--- src/rtl/prog_loader.sv ---
// UART-fed program loader: parses SYNC, 16-bit big-endian word count, then 3 bytes per 18-bit word.
// Optional trailing modulo-256 checksum byte is enabled by defining PROG_LOADER_CHECKSUM_EN.
module prog_loader #(
  parameter logic [7:0]  SYNC_BYTE      = 8'hA5,
  parameter int unsigned TIMEOUT_CYCLES = 1000000
) (
  input  logic        clk,
  input  logic        reset_n,
  input  logic [7:0]  rx_data,
  input  logic        rx_valid,
  output logic [9:0]  address,
  output logic [17:0] instruction,
  output logic [3:0]  WEA,
  output logic        cpu_reset,
  output logic        load_done,
  output logic        load_error
);

  localparam int unsigned TW = $clog2(TIMEOUT_CYCLES + 1);
  localparam logic [TW-1:0] T_LAST = TW'(TIMEOUT_CYCLES - 1);

`ifdef PROG_LOADER_CHECKSUM_EN
  typedef enum logic [3:0] {
    IDLE = 4'd0, LEN_H = 4'd1, LEN_L = 4'd2, B0 = 4'd3, B1 = 4'd4,
    B2 = 4'd5, CSUM = 4'd6, DONE = 4'd7, ERR = 4'd8
  } state_t;
`else
  typedef enum logic [3:0] {
    IDLE = 4'd0, LEN_H = 4'd1, LEN_L = 4'd2, B0 = 4'd3, B1 = 4'd4,
    B2 = 4'd5, DONE = 4'd7, ERR = 4'd8
  } state_t;
`endif

  state_t        state_q, state_d;
  logic [7:0]    len_hi_q, len_hi_d;
  logic [9:0]    last_q, last_d;
  logic [1:0]    b0_q, b0_d;
  logic [7:0]    b1_q, b1_d;
  logic [9:0]    wcnt_q, wcnt_d;
  logic [TW-1:0] tcnt_q, tcnt_d;
  logic [9:0]    addr_q, addr_d;
  logic [17:0]   instr_q, instr_d;
  logic [3:0]    wea_q, wea_d;
  logic          cpu_q, cpu_d;
  logic          done_q, done_d;
  logic          err_q, err_d;
`ifdef PROG_LOADER_CHECKSUM_EN
  logic [7:0]    csum_q, csum_d;
`endif
  logic [15:0]   len_s;
  logic          frame_s;

  assign len_s   = {len_hi_q, rx_data};
  assign frame_s = !(state_q inside {IDLE, DONE, ERR});

  // Next-state and registered-output computation
  always_comb begin
    state_d  = state_q;
    len_hi_d = len_hi_q;
    last_d   = last_q;
    b0_d     = b0_q;
    b1_d     = b1_q;
    wcnt_d   = wcnt_q;
    tcnt_d   = tcnt_q;
    addr_d   = addr_q;
    instr_d  = instr_q;
    wea_d    = 4'b0000;
    cpu_d    = cpu_q;
    done_d   = done_q;
    err_d    = err_q;
`ifdef PROG_LOADER_CHECKSUM_EN
    csum_d   = csum_q;
`endif
    if (!frame_s) begin
      tcnt_d = '0;
      if (rx_valid && (rx_data == SYNC_BYTE)) begin
        state_d = LEN_H;
        cpu_d   = 1'b1;
        done_d  = 1'b0;
        err_d   = 1'b0;
        wcnt_d  = 10'd0;
`ifdef PROG_LOADER_CHECKSUM_EN
        csum_d  = 8'd0;
`endif
      end else begin
        state_d = state_q;
      end
    end else if (rx_valid) begin
      // A byte landing on the expiry cycle wins over the timeout
      tcnt_d = '0;
      case (state_q)
        LEN_H: begin
          len_hi_d = rx_data;
          state_d  = LEN_L;
        end
        LEN_L: begin
          if ((len_s == 16'd0) || (len_s > 16'd1024)) begin
            state_d = ERR;
            err_d   = 1'b1;
          end else begin
            last_d  = 10'(len_s - 16'd1);
            state_d = B0;
          end
        end
        B0: begin
          b0_d    = rx_data[1:0];
`ifdef PROG_LOADER_CHECKSUM_EN
          csum_d  = csum_q + rx_data;
`endif
          state_d = B1;
        end
        B1: begin
          b1_d    = rx_data;
`ifdef PROG_LOADER_CHECKSUM_EN
          csum_d  = csum_q + rx_data;
`endif
          state_d = B2;
        end
        B2: begin
          wea_d   = 4'b0011;
          addr_d  = wcnt_q;
          instr_d = {b0_q, b1_q, rx_data};
          wcnt_d  = wcnt_q + 10'd1;
`ifdef PROG_LOADER_CHECKSUM_EN
          csum_d  = csum_q + rx_data;
          if (wcnt_q == last_q) begin
            state_d = CSUM;
          end else begin
            state_d = B0;
          end
`else
          if (wcnt_q == last_q) begin
            state_d = DONE;
            cpu_d   = 1'b0;
            done_d  = 1'b1;
          end else begin
            state_d = B0;
          end
`endif
        end
`ifdef PROG_LOADER_CHECKSUM_EN
        CSUM: begin
          if (rx_data == csum_q) begin
            state_d = DONE;
            cpu_d   = 1'b0;
            done_d  = 1'b1;
          end else begin
            state_d = ERR;
            err_d   = 1'b1;
          end
        end
`endif
        default: begin
          state_d = state_q;
        end
      endcase
    end else if (tcnt_q == T_LAST) begin
      tcnt_d  = '0;
      state_d = ERR;
      err_d   = 1'b1;
    end else begin
      tcnt_d = tcnt_q + TW'(1);
    end
  end

  // State and output registers with synchronous active-low reset
  always_ff @(posedge clk) begin
    if (!reset_n) begin
      state_q  <= IDLE;
      len_hi_q <= 8'd0;
      last_q   <= 10'd0;
      b0_q     <= 2'd0;
      b1_q     <= 8'd0;
      wcnt_q   <= 10'd0;
      tcnt_q   <= '0;
      addr_q   <= 10'd0;
      instr_q  <= 18'd0;
      wea_q    <= 4'b0000;
      cpu_q    <= 1'b0;
      done_q   <= 1'b0;
      err_q    <= 1'b0;
`ifdef PROG_LOADER_CHECKSUM_EN
      csum_q   <= 8'd0;
`endif
    end else begin
      state_q  <= state_d;
      len_hi_q <= len_hi_d;
      last_q   <= last_d;
      b0_q     <= b0_d;
      b1_q     <= b1_d;
      wcnt_q   <= wcnt_d;
      tcnt_q   <= tcnt_d;
      addr_q   <= addr_d;
      instr_q  <= instr_d;
      wea_q    <= wea_d;
      cpu_q    <= cpu_d;
      done_q   <= done_d;
      err_q    <= err_d;
`ifdef PROG_LOADER_CHECKSUM_EN
      csum_q   <= csum_d;
`endif
    end
  end

  assign address     = addr_q;
  assign instruction = instr_q;
  assign WEA         = wea_q;
  assign cpu_reset   = cpu_q;
  assign load_done   = done_q;
  assign load_error  = err_q;

endmodule

--- config.mk ---
export PLATFORM = sky130hd
export DESIGN_NAME = prog_loader
export DESIGN_NICKNAME = d
export VERILOG_FILES = /design/src/rtl/prog_loader.sv
export SDC_FILE = /design/constraint.sdc
export NUM_CORES = 1
export LEC_CHECK = 0
export ABC_CLOCK_PERIOD_IN_PS = 6000
export CORE_MARGIN = 3
export CORE_UTILIZATION = 54
export DETAILED_ROUTE_END_ITERATION = 7
export DONT_BUFFER_PORTS = 1
export PLACE_DENSITY = 0.74
export SLEW_MARGIN = 20
export SYNTH_ARGS = -nofsm -noshare
export SYNTH_HDL_FRONTEND = slang
export SYNTH_SLANG_ARGS = --single-unit
--- constraint.sdc ---
create_clock -name clk -period 6 [get_ports clk]
set_input_delay 0.3 -clock clk [delete_from_list [all_inputs] [get_ports clk]]
set_output_delay 0.3 -clock clk [all_outputs]
set_load 0.05 [all_outputs]
==> summary.txt <==
Final layout
  • Final Cell Area: 4562 sq um
  • Share of cells above drive strength 1: 0.05417
  • Nets: 491
  • Layout area overhead: 4.710%
  • Antenna cell count: 0
  • Fill count: 688

Floorplan
  • Initial Utilization: 0.5609
  • Die ar.: 9181 sq um
  • Die Span X: 95.82 um
  • Rows: 32
  • Core Area: 7767 sq um
  • I/O Pins: 46
  • Die H: 95.82 um

Synth
  • Yosys warnings: 0
  • #FFs+latches synth: 94
  • EDFF count, synth: 0
  • Part of the Yosys area used for sequential elements: 0.4319
  • Mapped Cells: 496
  • Async SR Flop Fraction: 0
  • Distinct cells, synth: 51
  • Primary FF master, synth: dfxtp_1
  • Synthesized cell area: 4357 sq um
  • Synth Area per Inst: 8.784 sq um

STA
  • Part of the cycle the worst path needs: 0.4176
  • Layout Skew: 0.01076 ns
  • Worst Tran Pin Value: 0.9352 ns
  • Final Hold Vio Count: 0
  • Slew headroom: 0.3757
  • Final setup violation count: 0
  • Max-slew violation count: 0
  • Post-layout minimum cycle time: 2.506 ns
  • Max Fclk: 399.1 MHz
  • RSZ-0062 raised after global routing: false
  • Setup tns final: 0 ns

Critical path
  • R2R Path End: wcnt_q[9]$_SDFFE_PN0P_
  • Crit. Startpoint: state_q[1]$_SDFFE_PN0P_
  • Startpoint Class: register
  • Reg2Reg Setup Slack: 3.49 ns
  • Setup CP Type: reg -> reg
  • Worst Reg-to-Reg Cells: 6
  • CP Capture Point: wcnt_q[9]$_SDFFE_PN0P_
  • FF-to-FF Start: state_q[1]$_SDFFE_PN0P_
  • CP Max Fanout: 22
  • Worst Setup End Kind: register
  • CP Data Required Time: 6.24 ns
  • Critical path arrival: 2.75 ns

Route
  • Routed vias: 3229
  • DRT iter0 DRCs: 129
  • First drt pass iteration count: 4
  • DRC errors left: 0
  • Mean number of vias per cell: 5.548
  • DR WL/cell: 14.51 um
  • Drt total wl: 8442 um
  • Antenna Nets Post-Route: 0

GRT
  • Initial antenna violation count: 0
  • Total gr overflow: 0
  • Vias in the first global route: 2978
  • Largest net degree at the start of global routing: 72
  • Total track usage: 0.1950
  • First-pass GRT wire length: 14240 um

Place
  • GPL Wtd Cong: 0.8783
  • DPL Wire Length: 5827 um
  • Placement-stage cell area: 4355 sq um
  • # port buffers: 0

Pwr
  • Clock power share: 0.405
  • VDD IR max: 0.1655 mV
  • Internal power: 0.8409 mW
  • Combinational share of power: 0.019
  • P_leak: 1.589 nW
  • Flop pwr share: 0.576
  • PwrDens: 237.3 nW/um^2
  • Switching power: 0.2416 mW
  • Sw frac: 0.2232

CTS
  • Clock sinks: 94
  • CTS tree: built
  • Total CTS buffers: 9
  • CTS root buffer: clkbuf_8
  • Clk buf depth: 2
  • Clock latency at the later pin of the worst-skew pair: 0.36 ns
  • Hold buffer count at CTS: 0
  • Cts repair resizes: 0
  • Htree depth: 3
  • Reg clk slew, reported paths: 0.10 ns
  • Setup Buffers After CTS: 0

Hold path
  • Min-Delay Path Class: in -> reg

Job
  • Max-Cap Viols: 0

Status
  • Status: completed
==> per-layer routing <==
| layer | GRT usage | vias up | part of all wire |
|---|---|---|---|
| li1 | - | 1628 | - |
| met1 | 0.2783 | 1534 | 0.49 |
| met2 | 0.2895 | 55 | 0.46 |
| met3 | 0.03440 | 12 | 0.036 |
| met4 | 0.08057 | 0 | 0.015 |
| met5 | 0 | - | 0 |
==> critical path, stage by stage (launching register included) <==
cell and delay [ns]:
dfxtp_1 0.45, nor3b_1 0.42, nand3_1 0.52, buf_4 0.43
a2111oi_4 0.33, xnor2_1 0.18, nor2_1 0.06
==> state kept, by name (all words and copies together) (netlist names), 4 cells and up <==
register and flops:
last_q 10, address 10, state_q 4, b1_q 8
tcnt_q 20, wcnt_q 10, instruction 18, len_hi_q 8
==> worst min path at each step <==
stage	startpoint	end	slack, ns	depth (start not counted)
2_1_floorplan	b1_q[2]$_SDFFE_PN0P_	instruction[10]$_SDFFE_PN0P_	0.44	2
3_3_place_gp	reset_n	wcnt_q[0]$_SDFFE_PN0P_	0.43	1
3_5_place_dp	reset_n	wcnt_q[0]$_SDFFE_PN0P_	0.43	1
4_1_cts	reset_n	wcnt_q[0]$_SDFFE_PN0P_	0.05	1
5_1_grt	reset_n	last_q[0]$_SDFFE_PN0P_	0.06	1
6_report	rx_data[1]	instruction[1]$_SDFFE_PN0P_	0.07	2
==> logic make-up (layout without fill, tap and decap cells) <==
family                   count (synthesis)  after routing  share of synthesized area
buffers and inverters                   40             23                    0.03906
flip-flops                              94             94                     0.4319
AO/OA/AOI/OAI                           62             62                     0.1163
multiplexers                            25             25                    0.05801
AND/OR/NAND/NOR                        225            225                     0.2510
other                                    1              2                  0.0008607
XOR/XNOR                                44             44                    0.08846
adder cells (fa/ha/maj)                  5              5                    0.01436
==> power groups by stage <==
stage	clock network, mW	registers [mW]	logic (mW)
5_1_grt	0.473	0.624	0.0224
3_5_place_dp	0	0.638	0.0206
2_1_floorplan	0	0.638	0.0268
6_report	0.438	0.624	0.0205
3_3_place_gp	0	0.638	0.0204
4_1_cts	0.448	0.624	0.0208
==> final cells by class <==
class                      instances  area [sq um]  share of cell area
clock buffer                      10         137.6             0.03017
multi-input combinational        363          2312              0.5069
clock inverter                     6         68.82             0.01509
inverter                           5         18.77            0.004114
timing repair buffer               2         15.01            0.003291
sequential                        94          1882              0.4125
tap                              102         127.6             0.02798
==> cell usage in the layout, fill, tap and decap left out, types with 3 or more instances in the layout <==
master | synthesis | layout
nor2b_1 | 25 | 25
clkbuf_8 | 0 | 10
and3_1 | 4 | 4
nor3_1 | 6 | 6
xnor2_1 | 28 | 28
dfxtp_1 | 94 | 94
a21boi_0 | 31 | 31
xor2_1 | 16 | 16
ha_1 | 5 | 5
nand4_1 | 6 | 6
and2_1 | 6 | 6
or4_1 | 3 | 3
nand3_1 | 23 | 23
o21ai_0 | 5 | 5
inv_1 | 5 | 5
nand2_1 | 83 | 83
a2111oi_4 | 3 | 3
nor2_1 | 43 | 43
mux2i_1 | 23 | 22
nand2b_1 | 4 | 4
and4_1 | 4 | 4
a21oi_1 | 6 | 6
nor4_1 | 6 | 6
==> synthesized netlist by cell type, types with 6 or more instances <==
| master | number | share of area |
|---|---|---|
| xnor2_1 | 28 | 0.056 |
| nor3_1 | 6 | 0.0069 |
| nor4_1 | 6 | 0.0086 |
| clkbuf_1 | 30 | 0.026 |
| nor2_1 | 43 | 0.037 |
| xor2_1 | 16 | 0.032 |
| nand3_1 | 23 | 0.026 |
| a21oi_1 | 6 | 0.0069 |
| nand4_1 | 6 | 0.0086 |
| and2_1 | 6 | 0.0086 |
| a21boi_0 | 31 | 0.053 |
| nand2_1 | 83 | 0.072 |
| mux2i_1 | 23 | 0.053 |
| dfxtp_1 | 94 | 0.43 |
| nor2b_1 | 25 | 0.036 |
==> through the flow <==
stage | hold WS, ns | utilization | power (mW) | setup slack [ns] | instances
global placement | 0.4294 | 0.5602 | 0.6588 | 3.432 | 566
global route | 0.05706 | 0.5873 | 1.119 | 3.214 | 582
detailed placement | 0.4338 | 0.5607 | 0.6590 | 3.529 | 566
floorplan | 0.4406 | - | 0.6651 | 4.021 | 497
finish | 0.07191 | 0.5873 | 1.082 | 3.494 | 582
CTS | 0.05168 | 0.5873 | 1.093 | 3.477 | 582
No activity file was read; power rests on OpenSTA's default activity.
